--- config.mk ---
export PLATFORM = sky130hd
export DESIGN_NAME = mem_stage_top
export DESIGN_NICKNAME = d
export VERILOG_FILES = /design/src/rtl/mem_stage_pkg.sv /design/src/rtl/mem_stage_load_align.sv /design/src/rtl/mem_stage_top.sv
export SDC_FILE = /design/constraint.sdc
export NUM_CORES = 1
export LEC_CHECK = 0
export CAP_MARGIN = 20
export CORE_MARGIN = 2
export CORE_UTILIZATION = 50
export DETAILED_ROUTE_END_ITERATION = 6
export HOLD_SLACK_MARGIN = 0.06
export PLACE_DENSITY_LB_ADDON = 0.1
export SYNTH_ARGS = -nofsm -noshare
export SYNTH_HDL_FRONTEND = slang
export SYNTH_HIERARCHICAL = 1
export SYNTH_SLANG_ARGS = --single-unit
--- constraint.sdc ---
create_clock -name clk -period 3.8 [get_ports clk]
set_clock_uncertainty 0.15 [all_clocks]
set_input_delay 0.57 -clock clk [delete_from_list [all_inputs] [get_ports clk]]
set_output_delay 0.57 -clock clk [all_outputs]
set_load 0.05 [all_outputs]
--- src/rtl/mem_stage_pkg.sv ---
// ---------------------------------------------------------------------------
// mem_stage_pkg
// Shared definitions for the memory stage: FSM state encoding, funct3
// access-size/sign constants, byte-enable base patterns and a helper that
// forces a lane offset to the natural alignment of an access size.
// ---------------------------------------------------------------------------
package mem_stage_pkg;

    typedef enum logic [1:0] {
        ST_IDLE      = 2'd0,
        ST_REQ       = 2'd1,
        ST_WAIT_RESP = 2'd2
    } state_t;

    // Full funct3 codes for loads/stores (bit 2 = zero-extend on loads)
    localparam logic [2:0] F3_LB  = 3'b000;
    localparam logic [2:0] F3_LH  = 3'b001;
    localparam logic [2:0] F3_LW  = 3'b010;
    localparam logic [2:0] F3_LBU = 3'b100;
    localparam logic [2:0] F3_LHU = 3'b101;

    // Access size, taken from funct3[1:0]
    localparam logic [1:0] SIZE_BYTE = 2'b00;
    localparam logic [1:0] SIZE_HALF = 2'b01;
    localparam logic [1:0] SIZE_WORD = 2'b10;

    // Byte-enable patterns for lane 0; shifted by the lane offset
    localparam logic [3:0] BE_BYTE = 4'b0001;
    localparam logic [3:0] BE_HALF = 4'b0011;
    localparam logic [3:0] BE_WORD = 4'b1111;

    // Clear the offset bits that are below the access size.
    function automatic logic [1:0] align_offset(input logic [1:0] size,
                                                input logic [1:0] offset);
        case (size)
            SIZE_BYTE: align_offset = offset;
            SIZE_HALF: align_offset = {offset[1], 1'b0};
            default:   align_offset = 2'b00;
        endcase
    endfunction

endpackage

--- src/rtl/mem_stage_load_align.sv ---
// ---------------------------------------------------------------------------
// load_align
// Combinational load-data extraction: selects the byte/halfword lane given
// by the (already aligned) offset and sign- or zero-extends it.
// Ports:
//   rdata  [31:0] in   raw word returned by data memory
//   offset [1:0]  in   byte offset of the access within the word
//   funct3 [2:0]  in   access size (bits 1:0) and unsigned flag (bit 2)
//   data   [31:0] out  extracted, extended load value
// ---------------------------------------------------------------------------
module load_align
    import mem_stage_pkg::*;
(
    input  logic [31:0] rdata,
    input  logic [1:0]  offset,
    input  logic [2:0]  funct3,
    output logic [31:0] data
);

    logic [7:0]  byte_sel;
    logic [15:0] half_sel;
    logic        sign_bit;

    always_comb begin
        byte_sel = 8'h00;
        case (offset)
            2'd0:    byte_sel = rdata[7:0];
            2'd1:    byte_sel = rdata[15:8];
            2'd2:    byte_sel = rdata[23:16];
            default: byte_sel = rdata[31:24];
        endcase
        half_sel = offset[1] ? rdata[31:16] : rdata[15:0];

        sign_bit = 1'b0;
        data     = rdata;
        case (funct3[1:0])
            SIZE_BYTE: begin
                sign_bit = ~funct3[2] & byte_sel[7];
                data     = {{24{sign_bit}}, byte_sel};
            end
            SIZE_HALF: begin
                sign_bit = ~funct3[2] & half_sel[15];
                data     = {{16{sign_bit}}, half_sel};
            end
            default: data = rdata;
        endcase
    end

endmodule

--- src/rtl/mem_stage_top.sv ---
// ---------------------------------------------------------------------------
// mem_stage_top
// Pipeline MEM stage: holds the instruction from EX in the M register,
// drives a single-outstanding-load data memory request interface, stalls
// upstream while a memory op is in flight and produces registered
// writeback results.
// Optional feature macro: MEM_MISALIGN_TRAP_EN -- when defined, misaligned
// halfword/word accesses issue no request, complete with wb_reg_write=0
// and pulse misalign_exc; when undefined, addresses are force-aligned.
// Ports:
//   clk, rst_n                      clock, async active-low reset
//   ex_valid, alu_result, rs2_out,
//   rd_out, funct3, reg_write_out,
//   mem_read_out, mem_write_out,
//   mem_to_reg_out                  EX stage inputs
//   stall                           hold EX and earlier stages
//   dmem_req/we/addr/wdata/be       data memory request
//   dmem_ready, dmem_rvalid,
//   dmem_rdata                      data memory handshake / response
//   wb_valid, wb_reg_write, wb_rd,
//   wb_data                         writeback outputs
//   misalign_exc                    misaligned access flag (macro only)
// ---------------------------------------------------------------------------
module mem_stage_top
    import mem_stage_pkg::*;
(
    input  logic        clk,
    input  logic        rst_n,
    input  logic        ex_valid,
    input  logic [31:0] alu_result,
    input  logic [31:0] rs2_out,
    input  logic [4:0]  rd_out,
    input  logic [2:0]  funct3,
    input  logic        reg_write_out,
    input  logic        mem_read_out,
    input  logic        mem_write_out,
    input  logic        mem_to_reg_out,
    output logic        stall,
    output logic        dmem_req,
    output logic        dmem_we,
    output logic [31:0] dmem_addr,
    output logic [31:0] dmem_wdata,
    output logic [3:0]  dmem_be,
    input  logic        dmem_ready,
    input  logic        dmem_rvalid,
    input  logic [31:0] dmem_rdata,
    output logic        wb_valid,
    output logic        wb_reg_write,
    output logic [4:0]  wb_rd,
    output logic [31:0] wb_data
`ifdef MEM_MISALIGN_TRAP_EN
    ,
    output logic        misalign_exc
`endif
);

    // M register
    logic        m_valid_reg;
    logic [31:0] m_addr_reg;
    logic [31:0] m_wdata_reg;
    logic [4:0]  m_rd_reg;
    logic [2:0]  m_funct3_reg;
    logic        m_reg_write_reg;
    logic        m_mem_read_reg;
    logic        m_mem_write_reg;
    logic        m_mem_to_reg_reg;

    // WB registers
    logic        wb_valid_reg;
    logic        wb_reg_write_reg;
    logic [4:0]  wb_rd_reg;
    logic [31:0] wb_data_reg;
    logic        misalign_exc_reg;

    state_t      state_reg, state_next;

    logic        m_is_load, m_is_store, m_is_mem;
    logic [1:0]  m_size;
    logic [1:0]  lane_offset;
    logic        misaligned;
    logic        access_ok;
    logic        accept;
    logic        load_done;
    logic        complete;
    logic [31:0] load_data;
    logic [31:0] wb_data_next;

    // Load takes priority when both read and write are flagged.
    assign m_is_load  = m_valid_reg & m_mem_read_reg;
    assign m_is_store = m_valid_reg & m_mem_write_reg & ~m_mem_read_reg;
    assign m_is_mem   = m_is_load | m_is_store;
    assign m_size     = m_funct3_reg[1:0];

`ifdef MEM_MISALIGN_TRAP_EN
    assign misaligned  = m_is_mem &
                         (((m_size == SIZE_HALF) & m_addr_reg[0]) |
                          ((m_size != SIZE_BYTE) & (m_size != SIZE_HALF) &
                           (m_addr_reg[1:0] != 2'b00)));
    assign lane_offset = m_addr_reg[1:0];
    assign misalign_exc = misalign_exc_reg;
`else
    assign misaligned  = 1'b0;
    assign lane_offset = align_offset(m_size, m_addr_reg[1:0]);
`endif

    assign access_ok = m_is_mem & ~misaligned;

    // ---------------- FSM: state register ----------------
    always_ff @(posedge clk or negedge rst_n) begin
        if (!rst_n) begin
            state_reg <= ST_IDLE;
        end else begin
            state_reg <= state_next;
        end
    end

    // ---------------- FSM: next-state logic ----------------
    always_comb begin
        state_next = state_reg;
        case (state_reg)
            ST_IDLE, ST_REQ: begin
                if (!access_ok) begin
                    state_next = ST_IDLE;
                end else if (dmem_ready) begin
                    state_next = m_is_load ? ST_WAIT_RESP : ST_IDLE;
                end else begin
                    state_next = ST_REQ;
                end
            end
            ST_WAIT_RESP: begin
                if (dmem_rvalid) begin
                    state_next = ST_IDLE;
                end
            end
            default: state_next = ST_IDLE;
        endcase
    end

    // ---------------- FSM: outputs / completion ----------------
    always_comb begin
        dmem_req  = access_ok & (state_reg != ST_WAIT_RESP);
        accept    = dmem_req & dmem_ready;
        // Responses are only meaningful while a load is outstanding.
        load_done = (state_reg == ST_WAIT_RESP) & dmem_rvalid;
        complete  = m_valid_reg & (~m_is_mem | misaligned |
                                   (m_is_store & accept) |
                                   (m_is_load & load_done));
        stall     = m_is_mem & ~complete;
    end

    // Request fields come straight from M, which is frozen while stalled,
    // so they stay stable until the request is accepted.
    assign dmem_we   = dmem_req & m_is_store;
    assign dmem_addr = {m_addr_reg[31:2], 2'b00};

    always_comb begin
        dmem_be = 4'b0000;
        if (access_ok) begin
            case (m_size)
                SIZE_BYTE: dmem_be = BE_BYTE << lane_offset;
                SIZE_HALF: dmem_be = BE_HALF << lane_offset;
                default:   dmem_be = BE_WORD;
            endcase
        end
    end

    // Store data lane replication: each lane picks the byte of the source
    // that lands there for the current access size.
    generate
        for (genvar gi = 0; gi < 4; gi++) begin : g_wdata_lane
            always_comb begin
                case (m_size)
                    SIZE_BYTE: dmem_wdata[8*gi +: 8] = m_wdata_reg[7:0];
                    SIZE_HALF: dmem_wdata[8*gi +: 8] = m_wdata_reg[8*(gi%2) +: 8];
                    default:   dmem_wdata[8*gi +: 8] = m_wdata_reg[8*gi +: 8];
                endcase
            end
        end
    endgenerate

    load_align u_load_align (
        .rdata  (dmem_rdata),
        .offset (lane_offset),
        .funct3 (m_funct3_reg),
        .data   (load_data)
    );

    // A trapped access has no memory data; report its address instead.
    assign wb_data_next = (m_mem_to_reg_reg & ~misaligned) ? load_data : m_addr_reg;

    // ---------------- M register ----------------
    always_ff @(posedge clk or negedge rst_n) begin
        if (!rst_n) begin
            m_valid_reg      <= 1'b0;
            m_addr_reg       <= 32'h0;
            m_wdata_reg      <= 32'h0;
            m_rd_reg         <= 5'd0;
            m_funct3_reg     <= 3'd0;
            m_reg_write_reg  <= 1'b0;
            m_mem_read_reg   <= 1'b0;
            m_mem_write_reg  <= 1'b0;
            m_mem_to_reg_reg <= 1'b0;
        end else if (!stall) begin
            m_valid_reg      <= ex_valid;
            m_addr_reg       <= alu_result;
            m_wdata_reg      <= rs2_out;
            m_rd_reg         <= rd_out;
            m_funct3_reg     <= funct3;
            m_reg_write_reg  <= reg_write_out;
            m_mem_read_reg   <= mem_read_out;
            m_mem_write_reg  <= mem_write_out;
            m_mem_to_reg_reg <= mem_to_reg_out;
        end
    end

    // ---------------- WB registers ----------------
    always_ff @(posedge clk or negedge rst_n) begin
        if (!rst_n) begin
            wb_valid_reg     <= 1'b0;
            wb_reg_write_reg <= 1'b0;
            wb_rd_reg        <= 5'd0;
            wb_data_reg      <= 32'h0;
            misalign_exc_reg <= 1'b0;
        end else if (complete) begin
            wb_valid_reg     <= 1'b1;
            wb_reg_write_reg <= m_reg_write_reg & ~misaligned;
            wb_rd_reg        <= m_rd_reg;
            wb_data_reg      <= wb_data_next;
            misalign_exc_reg <= misaligned;
        end else begin
            wb_valid_reg     <= 1'b0;
            wb_reg_write_reg <= 1'b0;
            misalign_exc_reg <= 1'b0;
        end
    end

    assign wb_valid     = wb_valid_reg;
    assign wb_reg_write = wb_reg_write_reg;
    assign wb_rd        = wb_rd_reg;
    assign wb_data      = wb_data_reg;

`ifndef MEM_MISALIGN_TRAP_EN
    // misalign_exc_reg only reaches a port when the trap is enabled.
    logic unused_misalign;
    assign unused_misalign = misalign_exc_reg;
`endif

endmodule

* Word-level counts from Yosys, hierarchy flattened
Cells that the tools add are included.
** Cells by class
- Equal/unequal tests :: 7
- Shift operators :: 2
- Multiplexer cells :: 17
- Bitwise logic cells :: 20
- Reductions and logical operators :: 5
** Operators by type and width (count)
- one-hot mux 32 bit (2 select lines) :: 1
- two-way mux 32 bit :: 1
- one-hot mux 8 bit (3 select lines) :: 1
- two-way mux 16 bit :: 1
- two-way mux 8 bit :: 2
- one-hot mux 8 bit (2 select lines) :: 1
- AND 1 bit :: 13
- two-way mux 2 bit :: 4
- one-hot mux 2 bit (2 select lines) :: 2
- one-hot mux 4 bit (2 select lines) :: 1
- == test 2 x 1 -> 1 bit (second input constant) :: 3
- logical NOT 2 bit :: 3
- == test 2 bit (second input constant) :: 2
- two-way mux 4 bit :: 1
- != test 2 bit (second input constant) :: 2
- NOT 1 bit :: 4
- OR reduction 2 bit :: 2
- << shifter 1 x 2 -> 4 bit (first input constant) :: 1
- << shifter 2 x 2 -> 4 bit (first input constant) :: 1
- bitwise OR 1 bit :: 3
- two-way mux 1 bit :: 2
** Word-level totals
- Register bits after elaboration :: 118
- Bits of input ports :: 113
- Output and inout bits :: 110
- Word-level logic and storage cells :: 65

* Longest topological paths before layout
Gate-level depths: netlist of the first run.
- Depth after elaboration :: 11
- Mapped depth :: 10
- Mapped depth without buffers :: 7

* Hierarchy
Netlist of the first run, hierarchy kept.
** By module, submodules not included
- mem_stage_top :: times used 1, cells an instance 436, area each 5681.7 um^2, sequential area each 2952.8 um^2
- load_align :: times used 1, cells an instance 115, area each 845.8 um^2, sequential area each 0.0 um^2

* Worst setup path after synthesis of the first run
Ideal clock, no wire load.
- Path kind :: reg-to-output
- Start point :: reg m_funct3_reg[1]
- End point :: out dmem_wdata[27]
- Arrival :: 1.872 ns
- Required time :: 3.080 ns
- Path slack :: 1.208 ns
- Cell stages (with the launch flop) :: 4
- Buffers on the path :: 2
- Cells stage by stage :: dfrtp_1 -> buf_2 -> clkbuf_1 -> o21ai_0
** Between the ends
- Word-level cells in the longest chain between the ends :: 2
- Elaborated cells on any way between the ends :: 3
- Those cells by class :: 1 x eq/ne; 1 x mux; 1 x reduce/logical
** Ends and longest elaborated chain
- start: declaration :: RTL line mem_stage_top.sv:62 : logic [2:0] m_funct3_reg;
- start signal: assignment :: RTL line mem_stage_top.sv:208 : m_funct3_reg <= funct3;
- == test 2 x 1 -> 1 bit or logical NOT 2 bit (tied branches) :: RTL line mem_stage_top.sv:172 : case (m_size)
- one-hot mux 8 bit (2 select lines) * :: RTL line mem_stage_top.sv:172
- end: declaration :: RTL line mem_stage_top.sv:42 : output logic [31:0] dmem_wdata,
Every way passes the cells marked *; elsewhere a longest branch is shown, timed or not.

* Final worst setup path of the first run
- Start point :: reg m_mem_write_reg
- End point :: out dmem_be[1]
** Between the ends
- Word-level cells in the longest chain between the ends :: 4
** Ends and longest elaborated chain
- start: declaration :: RTL line mem_stage_top.sv:65 : logic m_mem_write_reg;
- start signal: assignment :: RTL line mem_stage_top.sv:211 : m_mem_write_reg <= mem_write_out;
- AND 1 bit (2 in series) :: RTL line mem_stage_top.sv:90 : assign m_is_store = m_valid_reg & m_mem_write_reg & ~m_mem_read_reg;
- bitwise OR 1 bit :: RTL line mem_stage_top.sv:91 : assign m_is_mem = m_is_load | m_is_store;
- two-way mux 4 bit :: RTL line mem_stage_top.sv:158 : if (access_ok) begin
- end: declaration :: RTL line mem_stage_top.sv:43 : output logic [3:0] dmem_be,
Every way passes these cells.

==> metrics, run 1 <==
global-route wire length before repair=27300 um; total of max-cap violations=0; gr ovfl total=0; Buf/Inv on CP=1; DR iter-0 viols=272; post-DR vias/cell=5.30; worst-path cell chain=o21ai_0 > a211oi_1 > clkdlybuf4s50_1; commonest register cell after synthesis=dfrtp_1; syn avg cell area=11.8 um2; most common cell after layout, fill and taps aside=clkdlybuf4s50_1; RSZ-0062 raised after global routing=no; DRC errors left=0; GPL Wtd Cong=0.815; fillers=965; first-pass iteration count of the detailed router=4; # hold bufs at CTS=0; async set-or-reset flop fraction in the synthesized netlist=1.00; Max Fclk=306 MHz; CP endpoint kind=output port; total die area=14000 um2; Clock Sinks=118; area of the multi-input gates=2970 um2; worst reg2reg endpoint=wb_data[17]; Placed Area=8500 um2; CP required=3080 ps; Tmin final=3270 ps; Reg clk slew, reported paths=50 ps; TritonCTS clock tree=yes; Synth Cell Area=6530 um2; core area=12700 um2; Max FO, Critical Path=7; status=finished, final reports clean; R2R depth=5; fraction of layout cells with a size suffix above 1=0.217; Slew Limit Headroom=0.288; CTS buffer count=17; drt wl/cell=18.7 um; via count=4832; Die Y=118 um; starting density of the core=0.515; worst slew pin tran=1070 ps; DPL Wire Length=12500 um; Nets=839; number of gates resized after CTS=0; Netlist cell types=47; Routed WL=17100 um; CP Data Arrival Time=2550 ps; WS Path Type=reg2out; largest net degree at the start of global routing=71; cell family with most CP delay=compound AO/OA/AOI/OAI gates; FF/Latch Area=2960 um2; I/O Buffers=220; Syn. warnings=6; slowest cell delay on critical path=790 ps; Reg2Reg Launch Point=m_funct3_reg[1]; Syn Inst Count=551; min-delay worst type=in2async; most frequent cells in the layout=clkdlybuf4s50_1, dfrtp_1, nand2_1; post-CTS setup buffers=0; design area=9090 um2; #FFs+latches synth=118; Post-synth EDFFs=0; setup slack, reg-to-reg=800 ps; Rows=41; Final period util=0.861; CTS root buf=clkbuf_16; Clock Latency Late Sink=410 ps; Final Max Tran Viols=0; GRT Resource Usage Total=0.249; post-route ant nets=0; H-tree Lvls=4; final setup violation count=0; Worst path slowest cell=o21ai_0; diode count=0; P&R area growth vs syn=39.3%; initial antenna violation count=0; Hold Fails Final Rpt=0; total negative setup slack=0 ps; CP Launch Type=flop; number of global-route vias before repair=5014; sequential area share after synthesis=0.452; num ports=223; Die Wd=118 um; Max clock buf depth=2
-- kinds of logic (layout without fill, tap and decap cells) --
kind of cell,after synthesis,in the layout,share of synthesized area
AO/OA/AOI/OAI,95,95,0.107
AND/OR/NAND/NOR,99,99,0.0723
flip-flops,118,118,0.452
buffers and inverters,86,273,0.0943
other,1,2,0.000574
multiplexers,152,152,0.274
-- cell usage after synthesis, types with 5 or more instances --
cell | count | share of area
o211ai_1 | 7 | 0.0081
dfrtp_1 | 118 | 0.45
o221ai_1 | 8 | 0.011
mux2i_1 | 55 | 0.084
a22oi_1 | 9 | 0.010
clkbuf_1 | 12 | 0.0069
buf_12 | 5 | 0.015
buf_2 | 13 | 0.010
mux2_2 | 55 | 0.095
o21ai_0 | 40 | 0.031
mux2_4 | 38 | 0.087
inv_1 | 6 | 0.0035
o211ai_2 | 10 | 0.019
nor2b_1 | 11 | 0.011
buf_4 | 46 | 0.053
o22a_1 | 7 | 0.0094
nand2_1 | 68 | 0.039
-- metal layers --
metal  routed length [um]  track usage  part of all wire  up-vias
li1                     -            -                 -     2270
met1                 7220        0.312              0.42     2368
met2                 8310        0.402              0.49      171
met3                 1200       0.0796             0.070       23
met4                  344       0.0964             0.020        0
met5                    0            0                 0        -
-- worst max-delay path by stage --
| stage | start | end | cells past startpoint |
|---|---|---|---|
| 6_report | m_mem_write_reg | dmem_be[1] | 3 |
| 5_1_grt | m_mem_write_reg | dmem_be[1] | 3 |
| 4_1_cts | m_mem_write_reg | dmem_be[1] | 3 |
| 3_5_place_dp | m_funct3_reg[1] | wb_data[18] | 5 |
| 3_3_place_gp | dmem_rvalid | stall | 6 |
| 2_1_floorplan | m_funct3_reg[1] | dmem_wdata[27] | 3 |
-- layout make-up --
type                       count  area share
sequential                   118       0.325
multi-input combinational    348       0.326
tap                          172      0.0237
clock inverter                10      0.0140
clock buffer                  22      0.0510
inverter                       7     0.00289
timing repair buffer         234       0.257
-- per-stage QoR --
stage | hold slack, ps | worst slack, ps | cells | utilization
finish | 137 | 528 | 911 | 0.718
global route | 210 | 460 | 911 | 0.718
CTS | 166 | 546 | 911 | 0.718
detailed placement | 319 | 912 | 879 | 0.671
global placement | 316 | 1000 | 879 | 0.671
floorplan | 124 | 1210 | 552 | -
Power of run 1 is left out: the tool's default activity adds up to more than one toggle a clock period on the data nets, which glitch-free logic cannot reach.
==> inputs of run 2 (changes only) <==
Settings changed: HOLD_SLACK_MARGIN 0.06 to 0.03.
==> results of run 2 <==
Same layout as run 1: the final DEF is identical, and so are final timing and power.
Power of run 2 is left out for the same reason.
